$ cat config.mk
export PLATFORM = sky130hd
export DESIGN_NAME = bless_brouter
export DESIGN_NICKNAME = d
export VERILOG_FILES = /design/src/rtl/bless_brouter.sv
export SDC_FILE = /design/constraint.sdc
export NUM_CORES = 1
export LEC_CHECK = 0
export CAP_MARGIN = 5
export CORE_AREA = 2 2 186 188
export CTS_CLUSTER_DIAMETER = 50
export DETAILED_ROUTE_END_ITERATION = 10
export DIE_AREA = 0 0 188 190
export PLACE_DENSITY_LB_ADDON = 0.1
export RECOVER_POWER = 50
export SKIP_LAST_GASP = 1
export SLEW_MARGIN = 30
export SYNTH_ARGS = -nofsm -noshare
export SYNTH_HDL_FRONTEND = slang
export SYNTH_SLANG_ARGS = --single-unit
$ cat constraint.sdc
create_clock -name clk -period 25.2 [get_ports clk]
set_input_delay 2.52 -clock clk [delete_from_list [all_inputs] [get_ports clk]]
set_output_delay 2.52 -clock clk [all_outputs]
set_load 0.005 [all_outputs]
$ cat src/rtl/bless_brouter.sv
// Bufferless deflection router, 5 ports (N,S,E,W,local), oldest-first allocation, 2-cycle latency.
// Optional macro BROUTER_AGE_INC_EN: outgoing flits get age+1 (saturating).
module bless_brouter #(
   parameter int unsigned SEQ_W   = 3,
   parameter int unsigned ADDR_W  = 4,
   parameter int unsigned AGE_W   = 4,
   parameter int unsigned DATA_W  = 8,
   parameter logic [ADDR_W-1:0] MY_ADDR = 4'b0101,
   localparam int unsigned CTRL_W = 1 + SEQ_W + 2 * ADDR_W + AGE_W
) (
   input  logic              clk,
   input  logic              rst,
   input  logic [CTRL_W-1:0] port0_ci,
   input  logic [CTRL_W-1:0] port1_ci,
   input  logic [CTRL_W-1:0] port2_ci,
   input  logic [CTRL_W-1:0] port3_ci,
   input  logic [CTRL_W-1:0] port4_ci,
   input  logic [DATA_W-1:0] port0_di,
   input  logic [DATA_W-1:0] port1_di,
   input  logic [DATA_W-1:0] port2_di,
   input  logic [DATA_W-1:0] port3_di,
   input  logic [DATA_W-1:0] port4_di,
   output logic [CTRL_W-1:0] port0_co,
   output logic [CTRL_W-1:0] port1_co,
   output logic [CTRL_W-1:0] port2_co,
   output logic [CTRL_W-1:0] port3_co,
   output logic [CTRL_W-1:0] port4_co,
   output logic [DATA_W-1:0] port0_do,
   output logic [DATA_W-1:0] port1_do,
   output logic [DATA_W-1:0] port2_do,
   output logic [DATA_W-1:0] port3_do,
   output logic [DATA_W-1:0] port4_do,
   output logic              port4_ready
);

   localparam int unsigned BodyW   = CTRL_W - 1;
   localparam int unsigned VldBit  = CTRL_W - 1;
   localparam int unsigned DestLsb = AGE_W;
   localparam int unsigned HalfW   = ADDR_W / 2;

   logic [CTRL_W-1:0] in_ctrl [5];
   logic [DATA_W-1:0] in_data [5];

   assign in_ctrl[0] = port0_ci;
   assign in_ctrl[1] = port1_ci;
   assign in_ctrl[2] = port2_ci;
   assign in_ctrl[3] = port3_ci;
   assign in_ctrl[4] = port4_ci;
   assign in_data[0] = port0_di;
   assign in_data[1] = port1_di;
   assign in_data[2] = port2_di;
   assign in_data[3] = port3_di;
   assign in_data[4] = port4_di;

   function automatic logic [AGE_W-1:0] age_out(input logic [AGE_W-1:0] a);
`ifdef BROUTER_AGE_INC_EN
      return (&a) ? a : a + 1'b1;
`else
      return a;
`endif
   endfunction

   // Injection is safe if a network output is left over, or an arriving flit ejects.
   logic [3:0] net_vld;
   logic [3:0] net_here;

   always_comb begin
      for (int i = 0; i < 4; i++) begin
         net_vld[i]  = in_ctrl[i][VldBit];
         net_here[i] = net_vld[i] && (in_ctrl[i][DestLsb +: ADDR_W] == MY_ADDR);
      end
      port4_ready = !(&net_vld) || (|net_here);
   end

   // Stage 1
   logic [4:0]        s1_vld_q;
   logic [BodyW-1:0]  s1_body_q [5];
   logic [DATA_W-1:0] s1_data_q [5];

   always_ff @(posedge clk or posedge rst) begin
      if (rst) begin
         s1_vld_q <= '0;
         for (int i = 0; i < 5; i++) begin
            s1_body_q[i] <= '0;
            s1_data_q[i] <= '0;
         end
      end else begin
         s1_vld_q[3:0] <= net_vld;
         s1_vld_q[4]   <= in_ctrl[4][VldBit] & port4_ready;
         for (int i = 0; i < 5; i++) begin
            s1_body_q[i] <= in_ctrl[i][BodyW-1:0];
            s1_data_q[i] <= in_data[i];
         end
      end
   end

   // Route compute: rmatrix bit order N,S,E,W matches output port index
   logic [3:0]       rmatrix [5];
   logic [AGE_W-1:0] age     [5];

   always_comb begin
      logic [ADDR_W-1:0] dest;
      for (int i = 0; i < 5; i++) begin
         dest          = s1_body_q[i][DestLsb +: ADDR_W];
         age[i]        = s1_body_q[i][AGE_W-1:0];
         rmatrix[i][0] = dest[ADDR_W-1:HalfW] < MY_ADDR[ADDR_W-1:HalfW];
         rmatrix[i][1] = dest[ADDR_W-1:HalfW] > MY_ADDR[ADDR_W-1:HalfW];
         rmatrix[i][2] = dest[HalfW-1:0] > MY_ADDR[HalfW-1:0];
         rmatrix[i][3] = dest[HalfW-1:0] < MY_ADDR[HalfW-1:0];
      end
   end

   // Ejection winner: oldest destined-here network flit, lower port on ties
   logic             eject_found;
   logic [2:0]       eject_idx;
   logic [AGE_W-1:0] eject_age;

   always_comb begin
      eject_found = 1'b0;
      eject_idx   = '0;
      eject_age   = '0;
      for (int i = 0; i < 4; i++) begin
         if (s1_vld_q[i] && (rmatrix[i] == 4'b0000) && (!eject_found || age[i] > eject_age)) begin
            eject_found = 1'b1;
            eject_idx   = 3'(i);
            eject_age   = age[i];
         end
      end
   end

   // Allocation: repeatedly pick the oldest unserved flit and give it an output
   logic [2:0] route_sel_d [5];
   logic [4:0] route_vld_d;

   always_comb begin
      logic [4:0]       done;
      logic [4:0]       busy;
      logic             found;
      logic             placed;
      logic [2:0]       best;
      logic [AGE_W-1:0] best_age;
      done        = '0;
      busy        = '0;
      route_vld_d = '0;
      for (int o = 0; o < 5; o++) route_sel_d[o] = '0;
      for (int k = 0; k < 5; k++) begin
         found    = 1'b0;
         best     = '0;
         best_age = '0;
         placed   = 1'b0;
         for (int i = 0; i < 5; i++) begin
            if (s1_vld_q[i] && !done[i] && (!found || age[i] > best_age)) begin
               found    = 1'b1;
               best     = 3'(i);
               best_age = age[i];
            end
         end
         if (found) begin
            done[best] = 1'b1;
            if (eject_found && (best == eject_idx)) begin
               route_sel_d[4] = best;
               route_vld_d[4] = 1'b1;
               busy[4]        = 1'b1;
            end else begin
               for (int o = 0; o < 4; o++) begin
                  if (!placed && !busy[o] && rmatrix[best][o]) begin
                     route_sel_d[o] = best;
                     route_vld_d[o] = 1'b1;
                     busy[o]        = 1'b1;
                     placed         = 1'b1;
                  end
               end
               // No productive output left: deflect
               for (int o = 0; o < 4; o++) begin
                  if (!placed && !busy[o]) begin
                     route_sel_d[o] = best;
                     route_vld_d[o] = 1'b1;
                     busy[o]        = 1'b1;
                     placed         = 1'b1;
                  end
               end
            end
         end
      end
   end

   // Stage 2: route_config plus the flits it selects from; crossbar follows the registers
   logic [2:0]        route_sel_q [5];
   logic [4:0]        route_vld_q;
   logic [BodyW-1:0]  s2_body_q   [5];
   logic [DATA_W-1:0] s2_data_q   [5];

   always_ff @(posedge clk or posedge rst) begin
      if (rst) begin
         route_vld_q <= '0;
         for (int i = 0; i < 5; i++) begin
            route_sel_q[i] <= '0;
            s2_body_q[i]   <= '0;
            s2_data_q[i]   <= '0;
         end
      end else begin
         route_vld_q <= route_vld_d;
         for (int i = 0; i < 5; i++) begin
            route_sel_q[i] <= route_sel_d[i];
            s2_body_q[i]   <= {s1_body_q[i][BodyW-1:AGE_W], age_out(age[i])};
            s2_data_q[i]   <= s1_data_q[i];
         end
      end
   end

   logic [CTRL_W-1:0] out_ctrl [5];
   logic [DATA_W-1:0] out_data [5];

   always_comb begin
      for (int o = 0; o < 5; o++) begin
         out_ctrl[o] = '0;
         out_data[o] = '0;
         if (route_vld_q[o]) begin
            out_ctrl[o] = {1'b1, s2_body_q[route_sel_q[o]]};
            out_data[o] = s2_data_q[route_sel_q[o]];
         end
      end
   end

   assign port0_co = out_ctrl[0];
   assign port1_co = out_ctrl[1];
   assign port2_co = out_ctrl[2];
   assign port3_co = out_ctrl[3];
   assign port4_co = out_ctrl[4];
   assign port0_do = out_data[0];
   assign port1_do = out_data[1];
   assign port2_do = out_data[2];
   assign port3_do = out_data[3];
   assign port4_do = out_data[4];

endmodule

# Word level (Yosys, flattened, before mapping)
# Cells that the tools add are included.
word_totals:
  register_bits: 255
  inputBits: 122
  elab_cells: 800
op_classes:
  magnitude_cmp: 61
  eq_ne: 9
  n_mux: 434
  bitwise_logic: 14
  n_reduce_logical: 255
ops:
  columns: ["operator", "n"]
  rows:
  - ["$mux 1", 258]
  - ["$bmux 15 s3", 5]
  - ["$mux 15", 15]
  - ["$mux 4", 46]
  - ["$mux 3", 58]
  - ["$bmux 8 s3", 5]
  - ["$mux 8", 15]
  - ["$logic_not 1->1", 114]
  - ["$logic_and 1x1->1", 111]
  - ["$gt 4x4->1", 23]
  - ["$mux 16", 5]
  - ["$bmux 4 s3", 5]
  - ["$mux 12", 5]
  - ["$mux 5", 9]
  - ["$ge 4x4->1 const B", 10]
  - ["$not 3->4", 10]
  - ["$logic_or 1x1->1", 24]
  - ["$gt 2x1->1 const B", 10]
  - ["$lt 2x1->1 const B", 10]
  - ["$eq 4x3->1 const B", 4]
  - ["$logic_not 4->1", 4]
  - ["$lt 3x4->1 const B", 4]
  - ["$or 5x5->5", 3]
  - ["$demux 1 s3", 4]
  - ["7 further kinds", 16]

# Longest topological paths before layout
# Gate-level depths: netlist of the first run.
logic_depth:
  ltp_word: 231
  ltp_mapped: 157

# Least setup slack after synthesis of the first run
# No wires, ideal clock.
synth_timing:
  kind: "reg2reg"
  start: "register s1_vld_q[0]"
  end: "register route_sel_q[11] in the netlist's numbering"
  setup_ns: 0.101
  arrival_time_ns: 25.892
  slack_ns: -0.793
  stages_incl_launch_ff: 150
  path_buffers: 10
  synth_period_minus_slack_ns: 25.993
  cell_sequence: "dfrtp_1 -> buf_6 -> clkbuf_1 -> nand2_1 -> ha_1 -> nand2_1 -> o21bai_1 -> a21oi_2 -> nor2_1 -> a21oi_1 -> ha_1 -> nor2b_1 -> o211ai_1 -> a21bo_1 -> buf_2 -> mux2_2 -> ha_1 -> nor2b_1 -> [114 not listed] -> a21oi_1 -> ha_1 -> nor2b_1 -> o21ai_0 -> nand2b_1 -> a21oi_1 -> a41oi_1 -> and2_1 -> buf_2 -> a41o_1 -> nor2_1 -> a221oi_1 -> o21ai_2 -> o21ai_2 -> o32ai_4 -> nor3_2 -> o31a_1 -> o311ai_2"
synth_lines:
  columns: ["item", "line_no", "rtl"]
  rows:
  - ["start, declared", "76", "logic [4:0] s1_vld_q;"]
  - ["start signal, assigned", "88", "s1_vld_q[3:0] <= net_vld;"]
  - ["end signal, assigned by index", "204", "route_sel_q[i] <= route_sel_d[i];"]
  - ["end, declared", "188", "logic [2:0] route_sel_q [5];"]

==> results of run 1 <==
[where the power goes]
group	switching [mW]	total (mW)	internal [mW]
Clock	0.201	0.508	0.306
Sequential	0.0821	0.522	0.440
Combinational	0.617	1.22	0.601
Total	0.901	2.25	1.35
[per-stage QoR]
stage	area (µm²)	setup slack, ps	TNS, ps	utilization, %	total power [mW]
after floorplan	16980	19.71	0	-	1.166
after global placement	20520	632.5	0	60.43	1.657
after detailed placement	20520	-178.8	-995.7	60.44	1.666
after CTS	21750	74.17	0	64.08	2.185
after global routing	22510	-469.1	-5607	66.31	2.355
final	22520	824.2	0	66.34	2.249
[synth_stat cells, types with 7 or more instances]
library cell | count | area share, %
a211oi_1 | 13 | 0.58
a211oi_2 | 7 | 0.52
a21o_1 | 9 | 0.40
a21oi_1 | 74 | 2.2
a21oi_2 | 8 | 0.41
a221oi_1 | 8 | 0.41
a22oi_1 | 123 | 5.5
a31oi_1 | 16 | 0.59
a41o_1 | 8 | 0.47
and2_1 | 9 | 0.33
and3_1 | 9 | 0.33
and4_1 | 7 | 0.36
buf_1 | 14 | 0.31
buf_2 | 10 | 0.30
clkbuf_1 | 51 | 1.1
dfrtp_1 | 255 | 38
ha_1 | 76 | 5.6
inv_1 | 42 | 0.93
mux2_2 | 18 | 1.2
mux2i_1 | 13 | 0.77
mux4_2 | 115 | 15
nand2_1 | 69 | 1.5
nand2b_1 | 15 | 0.55
nand3_1 | 20 | 0.59
nand4_1 | 8 | 0.30
nor2_1 | 95 | 2.1
nor2b_1 | 137 | 5.1
nor3_1 | 26 | 0.77
o211ai_1 | 15 | 0.67
o21a_1 | 13 | 0.58
o21ai_0 | 41 | 1.2
o21ai_1 | 9 | 0.27
o21ai_2 | 11 | 0.57
o221ai_1 | 11 | 0.57
or2_2 | 10 | 0.37
[sequential cells by signal, indices dropped and copies added, names as in the netlist]
name	cells
s1_data_q	40
s1_body_q	55
route_sel_q	15
route_vld_q	5
age	20
s2_data_q	40
s2_body_q	75
s1_vld_q	5
[worst max-delay path: cells and delay by family (launching register included)]
family,cells,cell delay [ps]
compound gates,63,9450
fa+ha+maj,16,4420
buf+inv,10,1430
flops,1,410
mux,6,1730
simple gates,50,6720
[repair_timing]
item                                    CTS  global route
setup buffers                             3            27
resized for setup                         5           115
pin swaps                                 2            58
endpoints found under the setup margin   16            16
[metal layers]
| layer | track usage (%) | share of wire (%) |
|---|---|---|
| met4 | 16.81 | 4.7 |
| met5 | 0 | 0.018 |
| met2 | 58.22 | 46 |
| met3 | 7.914 | 9.2 |
| met1 | 46.45 | 40 |
[kinds of logic after synthesis]
family	Yosys count	synth area share [%]
fa+ha+maj	76	5.622
buf+inv	125	3.114
mux	146	17.28
other cells	1	0.02217
xor+xnor	7	0.4069
flops	255	37.73
compound gates	458	21.00
simple gates	451	14.82
[worst paths after layout]
path,start,to,slack (ps),depth (start not counted)
worst max-delay path,s1_vld_q[0]$_DFF_PP0_,route_sel_q[12]$_DFF_PP0_,820,145
worst min-delay path,s1_body_q[11]$_DFF_PP0_,s2_body_q[11]$_DFF_PP0_,330,0
worst max register to register,s1_vld_q[0]$_DFF_PP0_,route_sel_q[12]$_DFF_PP0_,820,145
worst min register to register,s1_body_q[11]$_DFF_PP0_,s2_body_q[11]$_DFF_PP0_,330,0
max in group asynchronous,rst,age[16]$_DFF_PP0_,18490,2
min in group asynchronous,rst,age[6]$_DFF_PP0_,4090,2
[final cells by class]
| cell class | instances | area, µm² | share of cell area (%) |
|---|---|---|---|
| clock inverter | 20 | 294.0 | 1.306 |
| sequential | 255 | 6402 | 28.43 |
| multi-input combinational | 1139 | 10630 | 47.19 |
| tap | 455 | 569.3 | 2.528 |
| timing repair buffer | 389 | 3551 | 15.77 |
| inverter | 43 | 162.7 | 0.7223 |
| antenna | 3 | 7.507 | 0.03334 |
| clock buffer | 40 | 904.6 | 4.017 |
==> results list, run 1 <==
- Max-cap violations in this run came to 1.
- Total of hold buffers inserted after clock tree synthesis: 0
- The initial antenna violation count was 2.
- The total area inside the core boundary comes to 33950 µm².
- For this design the ratio of total power to cell area is 99.86 nW/µm².
- Routability-driven placement finished with a final weighted congestion of 1.006.
* Count of H-tree levels built during CTS: 2
* Final setup violation count: 0
- Across the routed clock network, the largest skew measured is 30.68 ps.
* Number of global-route vias before repair: 15.53k
* Critical path fanouts, max: 8
- Cts bufs inserted: 34
* All-Layer GR Usage: 36.00%
* Achievable Freq: 41.02 MHz
- In this run the remaining antenna-violating nets after routing total 0.
* Final clock period utilization by the worst path: 96.73%
* Global-route wire length before repair: 95.34 mm
* Cell leakage power: 8.985 nW
- In this run the horizontal extent of the chip is 188 µm.
- Max-slew violation count: 122
- Worst slew pin tran: 5367 ps
- The finished layout holds 2344 standard cells, fillers aside.
* Layout Nets: 2060
* CP Capture Type: flip-flop
* Mean routed wirelength per cell: 27.79 µm
* Area growth syn-to-layout: 33.14%
- Cell area after synthesis: 16910 µm²
- Clock-pin slew of the registers on the worst-case setup and hold paths: 60 ps
* Min Hold Slack: 331.9 ps
- For this configuration, the core starts out at a cell density of 49.82%.
- Worst Hold Class: flip-flop to flip-flop
* Number of buffers between clock root and the deepest sink: 3
- In the routed design, unresolved DRC markers number 0.
- After global routing the overflow that remains totals 0.
- Among all flip-flop cells after synthesis, the most frequent one is dfrtp_1.
- The run finished, with violations left.
- Pin count of the biggest net entering global routing: 122
* Die Y: 190 µm
- Detailed-router iteration count before antenna repair: 5
- For this block, the initial DRC count from the detailed router was 1631.
- Data on the critical path arrives at its endpoint at 24770 ps.
* Most common cell after layout, fill and taps aside: dfrtp_1
- Mapped Nets: 1717
* Number of flip-flops and latches in the synthesized netlist: 255
- TritonCTS built the clock tree.
- For this design, the slowest cell found on the critical path is or4_4.
* Synth warnings: 0
- After floorplanning, the core was divided into 68 placement rows.
- Across all layers, the routed design uses 15.59k vias.
- In this run, synthesis inferred 0 flip-flops with an integrated enable.
* Cell variety after synth: 112
- Worst path most repeated cell: a21oi_2
- Cell total after placement: 2250
- Port Buffer Count: 242
- The tree is rooted in a clkbuf_16.
- Clock period minus worst slack: 24380 ps
* Asr flop ratio synth: 100.0%
* Sinks on the clock net: 255
* Register area share after synthesis: 37.73%
- Fill cells in the final layout number 2539.
- Instance count of the mapped netlist: 1519
* I/O pin count: 243
- Cells with a size suffix above 1 make up 28.31% of the layout.
- Die Footprint: 35720 µm²
- The final number of hold-violating endpoints was 0.
- In this run the mean area of a mapped cell was 11.13 µm².
- Routed WL: 65.13 mm
* Insertion delay to the later sink of the worst-skew pair: 560 ps
- Worst slew margin relative to its limit: -259.8%
* HPWL after detailed placement: 46.05 mm
* Startpoint Class: flip-flop
* Maximum ir drop on the vdd rail: 0.06621 mV
- In this design, the stage delay of the slowest critical-path cell is 560 ps.
* Avg Vias per Cell: 6.651
* Kind of critical path: flip-flop to flip-flop
- Req. time, crit path: 25590 ps
- Most used cells in the layout excluding fill and tap cells: dfrtp_1 (246), buf_4 (139), nor2b_1 (134)
- The final reports fail on capacitance limit, slew limit.
Power figures use the tool's default switching activity.
==> run 2, diff against run 1 <==
--- a/config.mk
+++ b/config.mk
@@ -5,9 +5,10 @@
 export SDC_FILE = /design/constraint.sdc
 export NUM_CORES = 1
 export LEC_CHECK = 0
-export CAP_MARGIN = 5
+export CAP_MARGIN = 20
 export CORE_AREA = 2 2 186 188
-export CTS_CLUSTER_DIAMETER = 50
+export CTS_BUF_LIST = sky130_fd_sc_hd__clkbuf_16
+export CTS_CLUSTER_DIAMETER = 120
 export DETAILED_ROUTE_END_ITERATION = 10
 export DIE_AREA = 0 0 188 190
 export PLACE_DENSITY_LB_ADDON = 0.1
==> run 2 against run 1 <==
  * The run still ends with capacitance limit, slew limit left
  * Clock-buffer cell count is 12 lower
  * Critical path type unchanged
  * Critical path depth is 2 lower
  * Clock skew is 13 ps lower
  * Via count is 2.0% lower
==> results list, run 2 (synthesis results as in run 1) <==
- Measured on the finished design, the core utilization comes to 65.62%.
- The tree is rooted in a clkbuf_16.
- Per report_power, the sequential group accounts for 24.3% of the total.
- Data on the critical path is required at its endpoint by 25640 ps.
* Failing checks: capacitance limit, slew limit
* Global-route congestion overflow total: 0
* Mean routed wirelength per cell: 27.44 µm
- All-Layer GR Usage: 35.39%
- Summed area of non-filler cells in the final layout: 22280 µm²
- I/O pin count: 243
- Kind of critical path: flip-flop to flip-flop
* Final Hold Viols: 0
* Crit Reg-Reg Endpoint: route_sel_q[12]$_DFF_PP0_
- Final cell count without fillers: 2339
* Depth of the worst register-to-register path: 143
* Psw: 0.8738 mW
- For this run, the post-layout net count is 2056.
- In this run the standard cell core region covers 33950 µm².
* Worst r2r src: s1_vld_q[0]$_DFF_PP0_
* Achievable Freq: 41.01 MHz
- The final count of pins violating max slew was 122.
- The die covers 35720 µm².
* HPWL after detailed placement: 46.05 mm
* Max FFs per register: 75
* Biggest regs: s2_body_q: 75 flops, s1_body_q: 55 flops
* Min Hold Slack: 342.3 ps
- Avg Vias per Cell: 6.529
- The flow ran to the end, but the final reports show violations.
* Max-cap viol count: 1
* Maximum ir drop on the vdd rail: 0.05987 mV
* DRC Markers: 0
- At the end of routability-driven placement, the weighted congestion stood at 1.006.
* Worst Clk Skew: 17.32 ps
* Count of H-tree levels built during CTS: 1
* Number of buffers between clock root and the deepest sink: 3
- CP Capture Type: flip-flop
- Sinks on the clock net: 255
- Clock network fraction of design power: 19.4%
- DRC violation total after the first TritonRoute iteration: 1492
- Cell internal power was estimated by the tool at 1.278 mW.
- Setup violations remaining at the end of the flow were counted as 0.
* Worst Hold Path Cells: 0
- Summed over all layers, the routed wires come to 64.19 mm.
- Ratio of cells with drive above 1 in the final layout: 28.14%
- Entering global routing, the biggest net connects 122 pins.
* Die X: 188 µm
* Longest individual stage delay on the worst path: 560 ps
- The later pin in the worst-skew pair is clocked with a latency of 590 ps.
- The floorplan has 68 rows.
* Switching portion of total power: 40.62%
- Effective utilization at floorplan: 49.82%
* Area growth syn-to-layout: 31.70%
- Via count of the routed design: 15.27k
- The worst setup path is launched from a flip-flop.
- Die Y: 190 µm
* Clock-pin slew of the registers on the worst-case setup and hold paths: 70 ps
* Cell with the biggest individual delay on the critical path: or4_4
- Final sum of negative setup slack: 0 ps
- Worst slew pin tran: 5252 ps
- After layout, the design draws a total of 2.151 mW.
- Critical path fanouts, max: 8
* Startpoint of the worst hold path: s1_body_q[69]$_DFF_PP0_
- Minimum setup slack after placement: -178.8 ps
* Worst slew margin relative to its limit: -252.1%
* Detailed-router iteration count before antenna repair: 6
- TritonCTS built the clock tree.
* Placed Instance Area: 20520 µm²
- Cell leakage power: 8.899 nW
- s2_body_q holds more flip-flops than any other register.
* Worst path most repeated cell: a21oi_2
* Combinational group share of total power: 56.3%
- Clock period minus worst slack: 24390 ps
- For this design the ratio of total power to cell area is 96.58 nW/µm².
- Global-route wire length before repair: 94.29 mm
* Arr. time, crit path: 24820 ps
- Across all setup checks in the final design, the least slack found is 814.2 ps.
* Internal reg-to-reg setup slack: 810 ps
- Detail Route Antenna Nets: 0
- Worst Hold Class: flip-flop to flip-flop
- Cts bufs inserted: 28
- Most common cell after layout, fill and taps aside: dfrtp_1
- For this design, the CTS-stage hold fixing added 0 buffers.
- Final clock period utilization by the worst path: 96.77%
- Port Buffer Count: 242
- The number of global-route vias before repair came to 15.30k.
- In the layout the commonest cells are dfrtp_1 (247), buf_4 (142), nor2b_1 (133).
* Antenna violations before repair: 2
* Cell total after placement: 2250
- The worst hold path terminates at s2_body_q[69]$_DFF_PP0_.
## run 2: changes by cell type in the layout (fill, tap and decap cells not counted), moves of 3 or more
cell and change:
clkbuf_16 -7, clkinv_2 +6, clkbuf_1 -4, clkinv_8 -4, buf_4 +3, inv_1 +3
inv_6 -3
## run 2: cell type report
cell class / count / area [µm²]
fillers: 2581 / 11670
well taps: 455 / 569.3
inverters: 43 / 162.7
diodes: 4 / 10.01
repair buffers: 391 / 3553
clock buffers: 28 / 700.7
clock inverters: 24 / 242.7
multi-input cells: 1139 / 10640
flip-flops and latches: 255 / 6401
## run 2: worst max-delay path by stage
stage	start	end	depth (start not counted)
floorplan	s1_vld_q[0]$_DFF_PP0_	route_sel_q[11]$_DFF_PP0_	149
global placement	s1_vld_q[0]$_DFF_PP0_	route_vld_q[3]$_DFF_PP0_	142
global route	s1_vld_q[0]$_DFF_PP0_	route_sel_q[13]$_DFF_PP0_	143
detailed placement	s1_vld_q[0]$_DFF_PP0_	route_vld_q[3]$_DFF_PP0_	142
finish	s1_vld_q[0]$_DFF_PP0_	route_sel_q[12]$_DFF_PP0_	143
CTS	s1_vld_q[0]$_DFF_PP0_	route_vld_q[3]$_DFF_PP0_	142
## run 2: repair_timing
item,CTS,global route
setup buffers,1,31
resized for setup,5,120
pin swaps,1,65
endpoints found under the setup margin,14,16
## run 2: layer usage
layer	global-route usage [%]	wire length, µm
met5	0	0
met1	47.04	25800
met4	15.69	3184
met3	6.069	5558
met2	57.34	29650
## run 2: power by group through the flow
stage,combinational [mW],sequential [mW],clock (mW)
after global routing,1.29,0.527,0.442
after floorplan,0.702,0.464,0
after detailed placement,1.14,0.526,0
after global placement,1.13,0.523,0
final,1.21,0.522,0.418
after CTS,1.15,0.519,0.424
## run 2: worst max-delay path, delay by kind of cell (launching register included)
kind	cells	cell delay (ps)
AOI/OAI and AO/OA	63	9530
adders and majority gates	16	4490
buffers and inverters	8	1120
DFF	1	460
muxes	6	1730
and+or+nand+nor	50	6900
